==> config.mk <==
export PLATFORM = sky130hd
export DESIGN_NAME = demux_1x8_rr_ctrl
export DESIGN_NICKNAME = d
export VERILOG_FILES = /design/src/rtl/demux_1x8_rr_ctrl.sv
export SDC_FILE = /design/constraint.sdc
export NUM_CORES = 1
export LEC_CHECK = 0
export BUFFER_PORTS_ARGS = -buffer_cell sky130_fd_sc_hd__buf_4
export CAP_MARGIN = 20
export CORE_UTILIZATION = 54
export DETAILED_ROUTE_END_ITERATION = 7
export PLACE_DENSITY = 0.9
export SLEW_MARGIN = 30
export SYNTH_ARGS = -nofsm -noshare
export SYNTH_HDL_FRONTEND = slang
export SYNTH_SLANG_ARGS = --single-unit
==> constraint.sdc <==
create_clock -name clk -period 4 [get_ports clk]
set_input_delay 1 -clock clk [delete_from_list [all_inputs] [get_ports clk]]
set_output_delay 1 -clock clk [all_outputs]
set_load 0.005 [all_outputs]
==> src/rtl/demux_1x8_rr_ctrl.sv <==
// rtl/demux_1x8_rr_ctrl.sv - round-robin burst scheduler for a 1-to-8 word demux
// One upstream stream is granted to one eligible channel at a time for up to BURST beats.
module demux_1x8_rr_ctrl #(
  parameter int DW    = 8,
  parameter int BURST = 4
) (
  input  logic          clk,
  input  logic          rst,
  input  logic [DW-1:0] in_data,
  input  logic          in_valid,
  input  logic          in_last,
  output logic          in_ready,
  input  logic [7:0]    chan_en,
  input  logic [7:0]    out_ready,
  output logic [7:0]    out_valid,
  output logic [DW-1:0] out_data,
  output logic [2:0]    sel,
  output logic          busy,
  output logic          burst_done
);

  typedef enum logic {IDLE, XFER} state_t;

  localparam logic [7:0] LAST_BEAT = 8'(BURST - 1);

  state_t     state_q, state_d;
  logic [2:0] sel_q, sel_d;
  logic [2:0] last_grant_q, last_grant_d;
  logic [7:0] beat_cnt_q, beat_cnt_d;
  logic       burst_done_q, burst_done_d;

  logic [7:0] elig;
  logic       found;
  logic [2:0] winner;
  logic [2:0] idx;
  logic       beat_xfer;

  // Search starts one past the previous grant, so the last winner is checked last.
  always_comb begin
    elig   = chan_en & out_ready;
    found  = 1'b0;
    winner = last_grant_q;
    idx    = 3'd0;
    for (int k = 1; k <= 8; k++) begin
      idx = last_grant_q + 3'(k);
      if (!found && elig[idx]) begin
        found  = 1'b1;
        winner = idx;
      end
    end
  end

  always_comb begin
    state_d      = state_q;
    sel_d        = sel_q;
    last_grant_d = last_grant_q;
    beat_cnt_d   = beat_cnt_q;
    burst_done_d = 1'b0;
    in_ready     = 1'b0;
    out_valid    = 8'd0;
    busy         = 1'b0;
    beat_xfer    = 1'b0;
    case (state_q)
      IDLE: begin
        if (in_valid && found) begin
          sel_d      = winner;
          beat_cnt_d = 8'd0;
          state_d    = XFER;
        end
      end
      XFER: begin
        busy      = 1'b1;
        out_valid = {7'd0, in_valid} << sel_q;
        in_ready  = out_ready[sel_q];
        beat_xfer = in_valid & out_ready[sel_q];
        if (beat_xfer) begin
          beat_cnt_d = beat_cnt_q + 8'd1;
          if (in_last || (beat_cnt_q == LAST_BEAT)) begin
            last_grant_d = sel_q;
            burst_done_d = 1'b1;
            state_d      = IDLE;
          end
        end
      end
      default: state_d = IDLE;
    endcase
  end

  always_ff @(posedge clk) begin
    if (rst) begin
      state_q      <= IDLE;
      sel_q        <= 3'd0;
      last_grant_q <= 3'd7;
      beat_cnt_q   <= 8'd0;
      burst_done_q <= 1'b0;
    end else begin
      state_q      <= state_d;
      sel_q        <= sel_d;
      last_grant_q <= last_grant_d;
      beat_cnt_q   <= beat_cnt_d;
      burst_done_q <= burst_done_d;
    end
  end

  assign sel        = sel_q;
  assign burst_done = burst_done_q;
  assign out_data   = in_data;

endmodule

==> results by group <==
GRT
  – Global-route wire length before repair: a little over 8 mm
  – Initial antenna violation count: 0
  – Vias in the first global route: 1839
  – Total grt overflow: 0
  – Gr usage total: ~29%
  – Largest net degree at the start of global routing: 32

Yosys
  – Yosys cell types: between 50 and 60
  – Cells after synthesis: approximately 260
  – Main synth FF type: dfxtp_1
  – Yosys Warn Count: 0
  – FFs w/ async S/R, synth: 0%
  – Syn_nets: roughly 290
  – Synth area leaders: dfxtp_1, mux4_2, nand2_1
  – Largest area contributor in the netlist: dfxtp_1
  – Synth Area per Inst: around 7.5 sq um
  – Area share of the largest cell type after synthesis: ~17%
  – Number of enable flip-flop cells after synthesis: 0
  – Sequential share of the synthesized area: roughly 17%
  – Yosys reg bits: 16
  – Netlist Area Pre-Place: about 1900 sq um

Flow run
  – # Max-Cap Violations: 0

Die
  – Die area: roughly 3800 sq um
  – Die Ht: 61.4 um
  – IO Count: 50
  – Die width: approximately 61 um
  – Starting Density: ~57%
  – Std-Cell Rows: 21
  – Core ar.: 3360 sq um

Setup path
  – CP Data Arrival Time: roughly 3.6 ns
  – R2R setup slack: about 0.62 ns
  – Largest delay share family, worst path: simple AND/OR/NAND/NOR gates
  – Most used cell, CP: inv_1
  – Slowest stage delay, CP: roughly 0.60 ns
  – Slowest CP cell: dfxtp_1
  – FF-to-FF path depth: 10
  – R2R Path Start: last_grant_q[1]
  – Crit path buf inv count: 2
  – Critical Path Sink Type: flop
  – CP Data Required Time: 4.20 ns
  – Startpoint Class: flop
  – RR Endpoint: beat_cnt_q[7]
  – Critical path cell sequence: inv_1 > ha_1 > xor2_1 > inv_1 > mux4_2 > nand2_1 > or4_4 > a21oi_4 > nor3_1 > o21ba_1
  – WS Path Type: flop to flop
  – Worst Path Max Fanout: 13

Layout
  – Layout cells sized above 1: 20.7%
  – Nets: approximately 300
  – Area Growth Syn to Fin: 12.3%
  – Cell area after layout: 2140 sq um
  – Post-layout util: 63.5%
  – Fill cell count: about 320
  – Antenna Cells: 0

Power and ir drop
  – P per Cell Area: between 200 and 250 nW/um^2
  – Leak: around 0.85 nW
  – Clock power frac: between 20% and 30%
  – Internal: around 330 uW
  – Psw: roughly 200 uW
  – Worst IR Drop VDD: roughly 0.09 mV
  – Combinational Power Share: 43.6%
  – Switching Share: a little under two fifths
  – Register share of total power: roughly 36%

Min path
  – Worst hold start: beat_cnt_q[6]
  – Hold depth: 2
  – Hold EP: beat_cnt_q[6]
  – Worst Hold Class: flop to flop

Clocking
  – Root Driver: clkbuf_4
  – CTS hold repair buffers: 0
  – Max Root-Sink Buffers: 2
  – CTS tree: done
  – Post-CTS Repair Setup Buffers: 0
  – Clock Sinks: 16
  – Post-cts sizing count: 0
  – H-Tree Level Count: 1
  – CTS Buf Count: 3
  – Clock transition at the registers of the reported paths: 0.10 ns
  – Skew-Pair Late Insertion Delay: between 0.2 and 0.3 ns

Detailed routing
  – Detail Route Antenna Nets: 0
  – First-pass detailed-route iteration total: 5
  – Vias: about 2100
  – Wirelength per Cell: 16.4 um
  – Vias per inst: 6.55
  – Iter 0 DRT Violations: between 150 and 200
  – DRC Markers: 0
  – Total length of routed wires: between 5 and 6 mm

STA
  – Post-Route Skew: around 0.0080 ns
  – Post-route setup TNS: 0 ns
  – Fin crit period: 3.38 ns
  – Final Setup Violations: 0
  – Max-slew violation count: 0
  – Hold Fails Final Rpt: 0
  – Period utilization: 84.4%
  – RSZ-0062 raised after global routing: false
  – Worst slew margin: approximately 58%
  – Worst-margin pin slew: 0.624 ns
  – Max Clock Freq: 296 MHz

Placed design
  – Port buffer count: 33
  – Post-DP HPWL: 4.20 mm
  – GPL Wtd Cong: between 1 and 1.5
  – Placement-stage cell area: around 2100 sq um

Status
  – Outcome: finished, final reports clean
kinds of logic after synthesis:
group,after synthesis,synth area share (%)
AOI/OAI and AO/OA,71,25.8
DFF,16,16.8
and+or+nand+nor,121,33.2
xor gates and xnor gates,3,1.38
buffers and inverters,29,8.61
adders and majority gates,3,1.97
muxes,12,12.2
power groups by stage:
stage / Combinational [mW] / Sequential (mW) / Clock, mW
after global routing: 0.249 / 0.187 / 0.114
after detailed placement: 0.223 / 0.189 / 0
after global placement: 0.221 / 0.189 / 0
final: 0.227 / 0.185 / 0.109
after CTS: 0.223 / 0.185 / 0.107
after floorplan: 0.170 / 0.179 / 0
synthesized netlist by cell type, drive strengths merged (7+ instances only):
library cell and instances:
a21oi 14, and2 8, buf 14, dfxtp 16, inv 9, mux4 9
nand2 31, nand3 19, nand4 7, nor2 19, nor3 7, o211ai 8
o21ai 15
worst min-delay path, delay by kind of cell (launching register included):
kind           cells  cell delay [ns]
flip-flops         1             0.35
AO/OA/AOI/OAI      2             0.14
layout by cell type (no fill, tap or decap), drive strengths merged, types with 8 or more instances in the layout:
master,instances
a21oi,14
and2,8
buf,36
dfxtp,16
inv,9
mux4,9
nand2,31
nand3,19
nor2,19
o211ai,8
o21ai,15
cell type report:
class,count,area [sq um],area share (%)
flip-flops and latches,16,320,15.0
clock buffers,4,36.3,1.70
multi-input cells,210,1420,66.4
repair buffers,36,270,12.6
well taps,46,57.6,2.69
inverters,9,33.8,1.58
registers in the layout, summed over array words and instances, names as in the netlist:
signal and count:
burst_done 1, state_q 1, last_grant_q 3, beat_cnt_q 8, sel 3
per-layer routing:
metal / up-vias / GRT usage [%] / wire, um
met4: 0 / 13.0 / 227
li1: 1002 / - / -
met5: - / 0 / 0
met2: 117 / 52.2 / 2530
met3: 26 / 4.41 / 415
met1: 959 / 34.1 / 2080
stage by stage:
stage / hold WS [ns] / setup slack (ns) / instances / total power, mW
6_report: 0.524 / 0.623 / 321 / 0.521
3_5_place_dp: 0.499 / 0.653 / 317 / 0.412
4_1_cts: 0.523 / 0.682 / 321 / 0.516
3_3_place_gp: 0.487 / 0.696 / 317 / 0.410
5_1_grt: 0.545 / 0.435 / 321 / 0.550
2_1_floorplan: 0.467 / 0.974 / 255 / 0.349
worst max-delay path by stage:
stage                     from  slack (ns)  cells past startpoint       endpoint
2_1_floorplan       chan_en[2]        0.97                      9  beat_cnt_q[7]
3_3_place_gp      out_ready[2]        0.70                      9  beat_cnt_q[7]
3_5_place_dp      out_ready[7]        0.65                      9  beat_cnt_q[7]
4_1_cts        last_grant_q[1]        0.68                     10  beat_cnt_q[7]
5_1_grt        last_grant_q[1]        0.43                     10  beat_cnt_q[7]
6_report       last_grant_q[1]        0.62                     10  beat_cnt_q[7]
Note: power is estimated with default switching activity, not from simulation.
